### src/rtl/mp5_pkg.sv
// Shared mp5 sizing constants and types used by the phantom resolver slice.
package mp5_pkg;

    localparam int NUM_PIPELINES = 4;
    localparam int NUM_STAGES    = 4;
    localparam int FIFO_SIZE     = 8;
    localparam int FIFO_ID_W     = $clog2(NUM_PIPELINES);
    localparam int ADDR_W        = $clog2(FIFO_SIZE);

    typedef struct packed {
        logic [15:0] id;
        logic        is_phantom;
        logic [15:0] data;
    } Packet;

    typedef struct packed {
        logic  valid;
        Packet pkt;
    } FIFO_Entry;

    typedef struct packed {
        Packet                pkt;
        logic [FIFO_ID_W-1:0] fifo_id;
    } Entry;

    typedef struct packed {
        logic                 valid;
        logic [15:0]          id;
        logic [FIFO_ID_W-1:0] fifo_id;
        logic [ADDR_W-1:0]    addr;
    } Map_Entry;

    typedef enum logic [1:0] {
        ST_IDLE   = 2'd0,
        ST_LOOKUP = 2'd1,
        ST_RETRY  = 2'd2,
        ST_ISSUE  = 2'd3
    } Resolver_State;

    function automatic Packet clear_phantom(input Packet p);
        Packet r;
        r            = p;
        r.is_phantom = 1'b0;
        return r;
    endfunction

endpackage

### src/rtl/mp5_phantom_resolver_if.sv
// Record / real-packet / insert signal bundle between an mp5 stage and its resolver.
interface mp5_phantom_resolver_if;
    import mp5_pkg::*;

    logic                 rec_valid;
    logic [15:0]          rec_id;
    logic [FIFO_ID_W-1:0] rec_fifo_id;
    logic [ADDR_W-1:0]    rec_addr;
    logic                 rec_drop;
    logic                 real_valid;
    Packet                real_pkt;
    logic                 real_ready;
    logic                 stage_push;
    logic                 insert_valid;
    logic [FIFO_ID_W-1:0] insert_fifo_id;
    logic [ADDR_W-1:0]    insert_addr;
    Packet                insert_pkt;
    logic                 miss_drop;

    modport master (
        output rec_valid, rec_id, rec_fifo_id, rec_addr, real_valid, real_pkt, stage_push,
        input  rec_drop, real_ready, insert_valid, insert_fifo_id, insert_addr, insert_pkt, miss_drop
    );

    modport slave (
        input  rec_valid, rec_id, rec_fifo_id, rec_addr, real_valid, real_pkt, stage_push,
        output rec_drop, real_ready, insert_valid, insert_fifo_id, insert_addr, insert_pkt, miss_drop
    );

endinterface

### src/rtl/mp5_addr_map.sv
// CAM-style phantom address map: record/overwrite/allocate, id lookup and indexed free.
module mp5_addr_map import mp5_pkg::*; #(
    parameter int  MAP_DEPTH = 16,
    localparam int IDX_W     = $clog2(MAP_DEPTH)
) (
    input  logic                 clk,
    input  logic                 rst,
    input  logic                 rec_valid,
    input  logic [15:0]          rec_id,
    input  logic [FIFO_ID_W-1:0] rec_fifo_id,
    input  logic [ADDR_W-1:0]    rec_addr,
    output logic                 rec_full,
    input  logic [15:0]          look_id,
    output logic                 look_hit,
    output logic [IDX_W-1:0]     look_idx,
    output logic [FIFO_ID_W-1:0] look_fifo_id,
    output logic [ADDR_W-1:0]    look_addr,
    input  logic                 free_en,
    input  logic [IDX_W-1:0]     free_idx
);

    Map_Entry             map_r [MAP_DEPTH];
    logic [MAP_DEPTH-1:0] rec_match_s;
    logic [MAP_DEPTH-1:0] look_match_s;
    logic [MAP_DEPTH-1:0] free_s;
    logic [IDX_W-1:0]     rec_idx_s;
    logic [IDX_W-1:0]     free_slot_s;

    function automatic logic [IDX_W-1:0] lowest_set(input logic [MAP_DEPTH-1:0] v);
        logic [IDX_W-1:0] idx;
        idx = '0;
        for (int i = MAP_DEPTH - 1; i >= 0; i--) begin
            if (v[i]) begin
                idx = IDX_W'(i);
            end else begin
                idx = idx;
            end
        end
        return idx;
    endfunction

    // Per-entry match and free vectors for both the record and lookup sides.
    always_comb begin
        rec_match_s  = '0;
        look_match_s = '0;
        free_s       = '0;
        for (int i = 0; i < MAP_DEPTH; i++) begin
            rec_match_s[i]  = map_r[i].valid && (map_r[i].id == rec_id);
            look_match_s[i] = map_r[i].valid && (map_r[i].id == look_id);
            free_s[i]       = !map_r[i].valid;
        end
    end

    assign rec_idx_s    = lowest_set(rec_match_s);
    assign free_slot_s  = lowest_set(free_s);
    assign rec_full     = rec_valid && !(|rec_match_s) && !(|free_s);
    assign look_hit     = |look_match_s;
    assign look_idx     = lowest_set(look_match_s);
    assign look_fifo_id = map_r[look_idx].fifo_id;
    assign look_addr    = map_r[look_idx].addr;

    // Entry storage; a free on the same edge as an overwrite of that slot still clears it.
    always_ff @(posedge clk) begin
        if (rst) begin
            for (int i = 0; i < MAP_DEPTH; i++) begin
                map_r[i] <= '0;
            end
        end else begin
            if (rec_valid && (|rec_match_s)) begin
                map_r[rec_idx_s].fifo_id <= rec_fifo_id;
                map_r[rec_idx_s].addr    <= rec_addr;
            end else if (rec_valid && (|free_s)) begin
                map_r[free_slot_s] <= '{valid: 1'b1, id: rec_id, fifo_id: rec_fifo_id, addr: rec_addr};
            end
            if (free_en) begin
                map_r[free_idx].valid <= 1'b0;
            end
        end
    end

endmodule

### src/rtl/mp5_phantom_resolver.sv
// Phantom resolver for one mp5 stage: maps returning real packets onto their phantom slots.
// Optional 32-bit event counters are built when MP5_RESOLVER_STATS_EN is defined.
module mp5_phantom_resolver import mp5_pkg::*; #(
    parameter int MAP_DEPTH    = 16,
    parameter int MISS_TIMEOUT = 15
) (
    input  logic                  clk,
    input  logic                  rst,
    mp5_phantom_resolver_if.slave bus
`ifdef MP5_RESOLVER_STATS_EN
    ,
    output logic [31:0]           stat_inserts,
    output logic [31:0]           stat_rec_drops,
    output logic [31:0]           stat_miss_drops,
    output logic [31:0]           stat_push_stalls
`endif
);

    localparam int         IDX_W       = $clog2(MAP_DEPTH);
    localparam logic [7:0] TIMEOUT_CNT = 8'(MISS_TIMEOUT);

    Resolver_State        state_r, state_s;
    Packet                held_pkt_r, ins_pkt_r;
    logic [7:0]           retry_cnt_r, retry_cnt_s;
    logic [FIFO_ID_W-1:0] ins_fifo_r;
    logic [ADDR_W-1:0]    ins_addr_r;
    logic [IDX_W-1:0]     free_idx_r;
    logic                 ins_valid_r, rec_drop_r, miss_drop_r;
    logic                 take_s, load_s, miss_s, done_s;
    logic                 rec_full_s, hit_s;
    logic [IDX_W-1:0]     hit_idx_s;
    logic [FIFO_ID_W-1:0] hit_fifo_s;
    logic [ADDR_W-1:0]    hit_addr_s;

    mp5_addr_map #(.MAP_DEPTH(MAP_DEPTH)) u_map (
        .clk          (clk),
        .rst          (rst),
        .rec_valid    (bus.rec_valid),
        .rec_id       (bus.rec_id),
        .rec_fifo_id  (bus.rec_fifo_id),
        .rec_addr     (bus.rec_addr),
        .rec_full     (rec_full_s),
        .look_id      (held_pkt_r.id),
        .look_hit     (hit_s),
        .look_idx     (hit_idx_s),
        .look_fifo_id (hit_fifo_s),
        .look_addr    (hit_addr_s),
        .free_en      (done_s),
        .free_idx     (free_idx_r)
    );

    // FSM state register.
    always_ff @(posedge clk) begin
        if (rst) begin
            state_r <= ST_IDLE;
        end else begin
            state_r <= state_s;
        end
    end

    // FSM next-state decode.
    always_comb begin
        state_s = state_r;
        case (state_r)
            ST_IDLE: begin
                if (bus.real_valid) state_s = ST_LOOKUP;
                else                state_s = ST_IDLE;
            end
            ST_LOOKUP: begin
                if (hit_s) state_s = ST_ISSUE;
                else       state_s = ST_RETRY;
            end
            ST_RETRY: begin
                if (hit_s)                           state_s = ST_ISSUE;
                else if (retry_cnt_r == TIMEOUT_CNT) state_s = ST_IDLE;
                else                                 state_s = ST_RETRY;
            end
            ST_ISSUE: begin
                if (!bus.stage_push) state_s = ST_IDLE;
                else                 state_s = ST_ISSUE;
            end
            default: state_s = ST_IDLE;
        endcase
    end

    // FSM output decode: capture, hit load, retry count, timeout and insert completion.
    always_comb begin
        take_s      = 1'b0;
        load_s      = 1'b0;
        miss_s      = 1'b0;
        done_s      = 1'b0;
        retry_cnt_s = retry_cnt_r;
        case (state_r)
            ST_IDLE: begin
                take_s      = bus.real_valid;
                retry_cnt_s = 8'd0;
            end
            ST_LOOKUP: begin
                load_s = hit_s;
                if (hit_s) retry_cnt_s = 8'd0;
                else       retry_cnt_s = 8'd1;
            end
            ST_RETRY: begin
                load_s = hit_s;
                if (hit_s) begin
                    retry_cnt_s = 8'd0;
                end else if (retry_cnt_r == TIMEOUT_CNT) begin
                    miss_s      = 1'b1;
                    retry_cnt_s = 8'd0;
                end else begin
                    retry_cnt_s = retry_cnt_r + 8'd1;
                end
            end
            ST_ISSUE: begin
                done_s = !bus.stage_push;
            end
            default: begin
                retry_cnt_s = 8'd0;
            end
        endcase
    end

    // Holding register and registered insert/drop outputs; insert fields freeze once loaded.
    always_ff @(posedge clk) begin
        if (rst) begin
            held_pkt_r  <= '0;
            retry_cnt_r <= 8'd0;
            ins_valid_r <= 1'b0;
            ins_fifo_r  <= '0;
            ins_addr_r  <= '0;
            ins_pkt_r   <= '0;
            free_idx_r  <= '0;
            rec_drop_r  <= 1'b0;
            miss_drop_r <= 1'b0;
        end else begin
            if (take_s) held_pkt_r <= bus.real_pkt;
            if (load_s) begin
                ins_fifo_r <= hit_fifo_s;
                ins_addr_r <= hit_addr_s;
                ins_pkt_r  <= clear_phantom(held_pkt_r);
                free_idx_r <= hit_idx_s;
            end
            retry_cnt_r <= retry_cnt_s;
            ins_valid_r <= (state_s == ST_ISSUE);
            rec_drop_r  <= rec_full_s;
            miss_drop_r <= miss_s;
        end
    end

    assign bus.real_ready     = (state_r == ST_IDLE);
    assign bus.insert_valid   = ins_valid_r;
    assign bus.insert_fifo_id = ins_fifo_r;
    assign bus.insert_addr    = ins_addr_r;
    assign bus.insert_pkt     = ins_pkt_r;
    assign bus.rec_drop       = rec_drop_r;
    assign bus.miss_drop      = miss_drop_r;

`ifdef MP5_RESOLVER_STATS_EN
    // Wrapping event counters.
    always_ff @(posedge clk) begin
        if (rst) begin
            stat_inserts     <= 32'd0;
            stat_rec_drops   <= 32'd0;
            stat_miss_drops  <= 32'd0;
            stat_push_stalls <= 32'd0;
        end else begin
            if (done_s)     stat_inserts    <= stat_inserts + 32'd1;
            if (rec_full_s) stat_rec_drops  <= stat_rec_drops + 32'd1;
            if (miss_s)     stat_miss_drops <= stat_miss_drops + 32'd1;
            if ((state_r == ST_ISSUE) && bus.stage_push) stat_push_stalls <= stat_push_stalls + 32'd1;
        end
    end
`endif

endmodule

### src/flat_wrapper.sv
// flat-port wrapper written by rule: the top's interface ports become plain ports
module mp5_phantom_resolver_flat import mp5_pkg::*;
#(
    parameter int MAP_DEPTH    = 16,
    parameter int MISS_TIMEOUT = 15
)
  (clk, rst, bus_rec_valid, bus_rec_id, bus_rec_fifo_id, bus_rec_addr, bus_real_valid, bus_real_pkt, bus_stage_push, bus_rec_drop, bus_real_ready, bus_insert_valid, bus_insert_fifo_id, bus_insert_addr, bus_insert_pkt, bus_miss_drop);
  mp5_phantom_resolver_if bus_i ();
  input  logic clk;
  input  logic rst;
  input wire logic [$bits(bus_i.rec_valid)-1:0] bus_rec_valid;
  input wire logic [$bits(bus_i.rec_id)-1:0] bus_rec_id;
  input wire logic [$bits(bus_i.rec_fifo_id)-1:0] bus_rec_fifo_id;
  input wire logic [$bits(bus_i.rec_addr)-1:0] bus_rec_addr;
  input wire logic [$bits(bus_i.real_valid)-1:0] bus_real_valid;
  input wire logic [$bits(bus_i.real_pkt)-1:0] bus_real_pkt;
  input wire logic [$bits(bus_i.stage_push)-1:0] bus_stage_push;
  output wire logic [$bits(bus_i.rec_drop)-1:0] bus_rec_drop;
  output wire logic [$bits(bus_i.real_ready)-1:0] bus_real_ready;
  output wire logic [$bits(bus_i.insert_valid)-1:0] bus_insert_valid;
  output wire logic [$bits(bus_i.insert_fifo_id)-1:0] bus_insert_fifo_id;
  output wire logic [$bits(bus_i.insert_addr)-1:0] bus_insert_addr;
  output wire logic [$bits(bus_i.insert_pkt)-1:0] bus_insert_pkt;
  output wire logic [$bits(bus_i.miss_drop)-1:0] bus_miss_drop;
  assign bus_i.rec_valid = bus_rec_valid;
  assign bus_i.rec_id = bus_rec_id;
  assign bus_i.rec_fifo_id = bus_rec_fifo_id;
  assign bus_i.rec_addr = bus_rec_addr;
  assign bus_i.real_valid = bus_real_valid;
  assign bus_i.real_pkt = bus_real_pkt;
  assign bus_i.stage_push = bus_stage_push;
  assign bus_rec_drop = bus_i.rec_drop;
  assign bus_real_ready = bus_i.real_ready;
  assign bus_insert_valid = bus_i.insert_valid;
  assign bus_insert_fifo_id = bus_i.insert_fifo_id;
  assign bus_insert_addr = bus_i.insert_addr;
  assign bus_insert_pkt = bus_i.insert_pkt;
  assign bus_miss_drop = bus_i.miss_drop;
  mp5_phantom_resolver #(.MAP_DEPTH(MAP_DEPTH), .MISS_TIMEOUT(MISS_TIMEOUT)) u_core (.clk(clk), .rst(rst), .bus(bus_i));
endmodule
### config.mk
export PLATFORM = sky130hd
export DESIGN_NAME = mp5_phantom_resolver_flat
export DESIGN_NICKNAME = d
export VERILOG_FILES = /design/src/rtl/mp5_pkg.sv /design/src/rtl/mp5_phantom_resolver_if.sv /design/src/rtl/mp5_addr_map.sv /design/src/rtl/mp5_phantom_resolver.sv /design/src/flat_wrapper.sv
export SDC_FILE = /design/constraint.sdc
export NUM_CORES = 1
export LEC_CHECK = 0
export ABC_AREA = 1
export ABC_CLOCK_PERIOD_IN_PS = 4400
export CORE_UTILIZATION = 25
export CTS_CLUSTER_DIAMETER = 100
export DETAILED_ROUTE_END_ITERATION = 16
export SLEW_MARGIN = 20
export SYNTH_ARGS = -nofsm -noshare
export SYNTH_HDL_FRONTEND = slang
export SYNTH_SLANG_ARGS = --single-unit
export TNS_END_PERCENT = 1
### constraint.sdc
create_clock -name clk -period 4.4 [get_ports clk]
set_input_delay 1.1 -clock clk [delete_from_list [all_inputs] [get_ports clk]]
set_output_delay 1.1 -clock clk [all_outputs]
set_load 0.05 [all_outputs]
Word-level counts from Yosys, hierarchy flattened
Memory sizes are Yosys's and may differ from the RTL's. A register that Yosys moved wholly into a read port is not among the register bits.
Cells that the tools add are included.
W data, S select, Z words.
{ "word_totals": {"reg_bits": 81, "ram_bits": 352, "input_bits": 59, "out_inout_bits": 42, "word_cells": 198, "memories": 1} }
{ "mem_list": {"columns": ["name", "depth", "word_bits", "read_ports", "rd_ports_with_merged_regs", "wr", "line_no", "rtl"], "rows": [
  ["u_core.u_map.map_r", 16, 22, 17, 1, 16, "mp5_addr_map.sv:22", "Map_Entry map_r [MAP_DEPTH];"]
]} }
{ "classes": {"n_addsub": 1, "eq_ne": 37, "mux": 83, "bitwise_logic": 1, "reduce_logical": 65} }
{ "ops": {"columns": ["cell", "count"], "rows": [
  ["$eq A16 B16 Y1", 32],
  ["$mux W4", 51],
  ["$mux W22", 3],
  ["$reduce_or A22 Y1", 3],
  ["$reduce_or A16 Y1", 3],
  ["$logic_and A1 B1 Y1", 36],
  ["$pmux W8 S3", 1],
  ["$logic_not A1 Y1", 19],
  ["$mux W1", 19],
  ["$reduce_or A18 Y1", 1],
  ["$mux W8", 2],
  ["$mux W2", 6],
  ["$add A8 B1 Y8 const B", 1],
  ["$eq A8 B4 Y1 const B", 1],
  ["$pmux W2 S4", 1],
  ["$eq A2 B2 Y1 const B", 3],
  ["$reduce_bool A3 Y1", 1],
  ["$eq A2 B1 Y1 const B", 1],
  ["$logic_not A2 Y1", 1],
  ["$reduce_or A2 Y1", 1],
  ["$not A1 Y1", 1]
]} }

Logic depth before layout (Yosys ltp)
An unclocked memory read counts as a cell.
{ "depth": {"word_depth": 21, "ltp_mapped": 32} }

Cells and area by module
A second synthesis with hierarchy kept.
{ "unflattened": {"hier_cells": 3352, "hier_area_um2": 26277.7} }
{ "modules_own_cells": {"columns": ["mod", "n_inst", "cells_each", "area_per_inst_um2"], "rows": [
  ["mp5_addr_map", 1, 2940, 23058.4],
  ["mp5_phantom_resolver", 1, 412, 3219.3]
]} }

Worst setup path after synthesis
Ideal clock, no wire load.
{ "synth_path": {"kind": "input to register", "from": "input bus_rec_id[9]", "to": "memory u_core.u_map.map_r[5][10] in the netlist's numbering (enable)", "t_arrival_ns": 3.661, "required_ns": 4.028, "path_slack_ns": 0.367, "stages": 21, "n_path_buf": 3, "path_cell_list": "buf_4 inv_2 buf_6 o22ai_1 nor2_1 o2111ai_1 nor2_1 nand3_1 o21ai_0 nor2_1 nand2_2 nor2_4 nand3_4 inv_4 nand3_2 nand2_4 nand2_2 nor2_2 nand2_2 buf_6 nand2_1"} }
{ "synth_lines": {"columns": ["element", "line_no", "rtl"], "rows": [
  ["start, declared", "flat_wrapper.sv:12", "input wire logic [$bits(bus_i.rec_id)-1:0] bus_rec_id;"],
  ["end, declared", "mp5_addr_map.sv:22", null]
]} }

Final worst setup path
{ "layout_path": {"from": "register u_core.held_pkt_r[31] in the netlist's numbering", "to": "register u_core.ins_fifo_r[0] (netlist: u_core.bus.insert_fifo_id[0]), read port of u_core.u_map.map_r"} }
{ "layout_between": {"elab_chain_cells": 18} }
{ "layout_lines": {"columns": ["element", "line_no", "rtl"], "rows": [
  ["start, declared", "mp5_phantom_resolver.sv:23", "Packet held_pkt_r, ins_pkt_r;"],
  ["start signal, assigned", "mp5_phantom_resolver.sv:136", "if (take_s) held_pkt_r <= bus.real_pkt;"],
  ["$eq A16 B16 Y1", "mp5_addr_map.sv:49", "look_match_s[i] = map_r[i].valid && (map_r[i].id == look_id);"],
  ["$logic_and A1 B1 Y1", "mp5_addr_map.sv:49", null],
  ["$mux W4 (16 in a row)", "mp5_addr_map.sv:33", "if (v[i]) begin"],
  ["end, declared", "mp5_phantom_resolver.sv:25", "logic [FIFO_ID_W-1:0] ins_fifo_r;"]
]} }
Parallel ways exist; a longest one is shown, timed or not.
A chain may end at the register's enable or synchronous reset.

==> impl_results.md <==
- DRT Pass-1 Iters: 6
- Largest net degree at the start of global routing: 121
- Final non-filler cell total: 5015
- Slew @ Worst Pin: 0.904 ns
- Dpl cells: 4921
- H-tree depth: 2
- Leak: 13.7 nW
- Required @ worst endpoint: 4.91 ns
- Async set-or-reset flop fraction in the synthesized netlist: 0%
- Io pins: 101
- Die Span Y: 325 um
- Run status: completed
- Dpl ws: -0.748 ns
- Clock slew at reported path FFs: 0.07 ns
- Synth Net Count: 3332
- RR Startpoint: u_core.held_pkt_r[31]$_SDFFE_PP0P_
- Int Pwr: 7.72 mW
- DRC viols: 0
- Register area share after synthesis: 46.5%
- FILL cells: 10900
- Core box area: 103000 um^2
- CTS tree: built
- Syn-to-layout area delta: 26.4%
- Hold buffer count at cts: 0
- Gate power share: 17.1%
- Synth cell types: 57
- I/O Buffers: 98
- Gpl congestion: 1.00
- Period utilization: 96.6%
- Net load switching power: 3.35 mW
- DRT antenna net count: 0
- Chip Width: 325 um
- Worst-Skew Late Latency: 0.66 ns
- Slew HR: 38.9%
- Synth Register Bits: 438
- DR vias: 25800
- Switching share of power: 30.3%
- Mapped Area: 26100 um^2
- Ys flop type: edfxtp_1
- First-pass GRT wire length: 167000 um
- Total Nets Final: 3657
- TritonCTS Buffers: 50
- Row count: 118
- Grt ovf: 0
- Pins over their slew limit: 0
- Crit path DAT: 4.76 ns
- Hold crit path type: reg -> reg
- Final hold viol count: 0
- Clock Sinks: 438
- WS Path Type: reg -> reg
- Post-synth EDFFs: 336
- Clock Tree Buf Depth: 3
- Peak supply drop: 0.296 mV
- RSZ-0062 raised after global routing: yes
- Crit end category: flop
- DR WL/cell: 23.3 um
- Worst Hold Launch: u_core.held_pkt_r[2]$_SDFFE_PP0P_
- Hpwl dp: 85700 um
- Most frequent cells in the layout: nor2_1, nand2_1, edfxtp_1
- Vias in the first global route: 24500
- Synthesized area per cell: 7.98 um^2
- Number of antenna violations at the first check in global routing: 2
- Synth Warn #: 0
- Final setup viols: 0
- Achievable Freq: 0.235 GHz
- Final Skew: 0.0381 ns
- Iteration-0 DRC Markers: 3329
- Via density: 5.15
- Layout cell share with drive strength beyond 1: 15.7%
- Post-Synthesis Cells: 3268
- Setup crit start kind: flop
- Total GRT Usage: 21.5%
- ANT cells: 0
- Minimum clock period after layout: 4.25 ns
- Die area: 106000 um^2
- Maximum fanout along the worst path: 21
- Root Buffer: clkbuf_16
- Leading cell type in the layout, fill and taps excluded: nor2_1
- Setup crit start: u_core.held_pkt_r[31]$_SDFFE_PP0P_
- Power per standard cell area: 336 nW/um^2
- Max-Cap Viols: 0
- Detailed Route WL: 117000 um
- # Post-CTS Setup Buffers: 0
- Setup WS post-layout: 0.151 ns
- Initial Util: 25.2%
- Seq pwr share: 42.7%
- Clock network fraction of design power: 40.2%
-- sequential cells by signal, indices dropped and copies added, names as in the netlist --
register and cells:
u_core.u_map.map_r 352, u_core.bus.insert_pkt 32, u_core.held_pkt_r 32, u_core.retry_cnt_r 8, u_core.free_idx_r 4, u_core.bus.insert_addr 3
u_core.bus.insert_fifo_id 2, u_core.state_r 2, u_core.bus.insert_valid 1, u_core.bus.miss_drop 1, u_core.bus.rec_drop 1
-- worst max-delay path, stage by stage (launching register included) --
cell     delay, ns
dfxtp_1       0.76
buf_4         0.29
nand2_1       0.06
nand2_1       0.14
nand3_1       0.10
nor2_1        0.12
nand2_1       0.07
o21ai_0       0.65
a31oi_1       0.20
o21ai_0       0.24
nand2_1       0.08
a21oi_1       0.33
inv_1         0.45
nand3_1       0.22
nand3_1       0.09
nand2_1       0.07
nand2_1       0.08
nand2_1       0.10
a21oi_1       0.06
-- synth_stat cells, drive strengths merged (5+ instances only) --
cell type	count	area [um^2]
a221oi	23	220
a21oi	122	611
xnor2	43	377
a2111oi	13	114
or2	17	106
xor2	97	850
nor4	72	450
a211oi	10	75.1
nor3	72	370
ha	5	62.6
nor2	657	2600
inv	356	1340
nand4	92	601
or4	10	75.1
o21ai	159	796
nand3	119	643
o2111ai	31	272
clkbuf	65	244
edfxtp	336	10100
nand2	562	2160
buf	122	729
o22ai	97	607
o211ai	19	143
nor3b	12	90.1
nand3b	24	180
dfxtp	102	2040
-- kinds of logic after synthesis --
kind of cell             share of synthesized area (%)
adder cells (fa/ha/maj)                          0.240
AO/OA/AOI/OAI                                     11.6
other                                           0.0144
XOR/XNOR                                          4.70
flip-flops                                        46.5
buffers and inverters                             8.91
AND/OR/NAND/NOR                                   28.0
-- power groups by stage --
stage | logic, mW | registers [mW] | clock network (mW)
floorplan | 0.960 | 4.76 | 0
global placement | 1.85 | 4.80 | 0
detailed placement | 1.84 | 4.81 | 0
CTS | 1.84 | 4.72 | 4.50
global route | 1.99 | 4.74 | 4.64
finish | 1.90 | 4.73 | 4.45
-- worst paths after layout --
kind,cells past startpoint,endpoint,slack [ns]
setup / recovery,18,u_core.bus.insert_fifo_id[0]$_SDFFE_PP0P_,0.15
hold / removal,2,u_core.held_pkt_r[2]$_SDFFE_PP0P_,0.45
setup reg to reg,18,u_core.bus.insert_fifo_id[0]$_SDFFE_PP0P_,0.15
hold reg to reg,2,u_core.held_pkt_r[2]$_SDFFE_PP0P_,0.45
-- per-stage QoR --
stage                     hold WS (ns)  power (mW)  area [um^2]  setup TNS (ns)  util (%)
after detailed placement         0.446        6.64        31200         -373.89      30.1
after global placement           0.441        6.65        31200         -356.37      30.1
after CTS                        0.455        11.1        32900               0      31.8
after global routing             0.471        11.4        33000       -0.000967      31.9
after floorplan                  0.430        5.72        26100               0         -
final                            0.455        11.1        33000               0      31.9
-- layer usage --
metal  up-vias  part of all wire, %  global-route usage (%)
li1      11800                    -                       -
met1     12400                   41                    28.4
met2      1377                   45                    34.9
met3       271                  9.0                    3.04
met4         0                  4.7                    9.06
met5         -                    0                       0
-- area by class of cell --
type	instances	area, um^2	area share, %
Multi-Input combinational cell	2285	11700	35.4
Clock buffer	58	1350	4.09
Sequential cell	438	12100	36.8
Inverter	358	1370	4.14
Tap cell	1380	1730	5.24
Clock inverter	36	378	1.15
Timing Repair Buffer	460	4340	13.2
-- repair_timing --
action                     in CTS  in global routing
gates resized for setup         1                 28
setup endpoints to repair      23                534
pin swaps                       0                  1
hold endpoints to repair        0                  0
No activity file was read; power rests on OpenSTA's default activity.
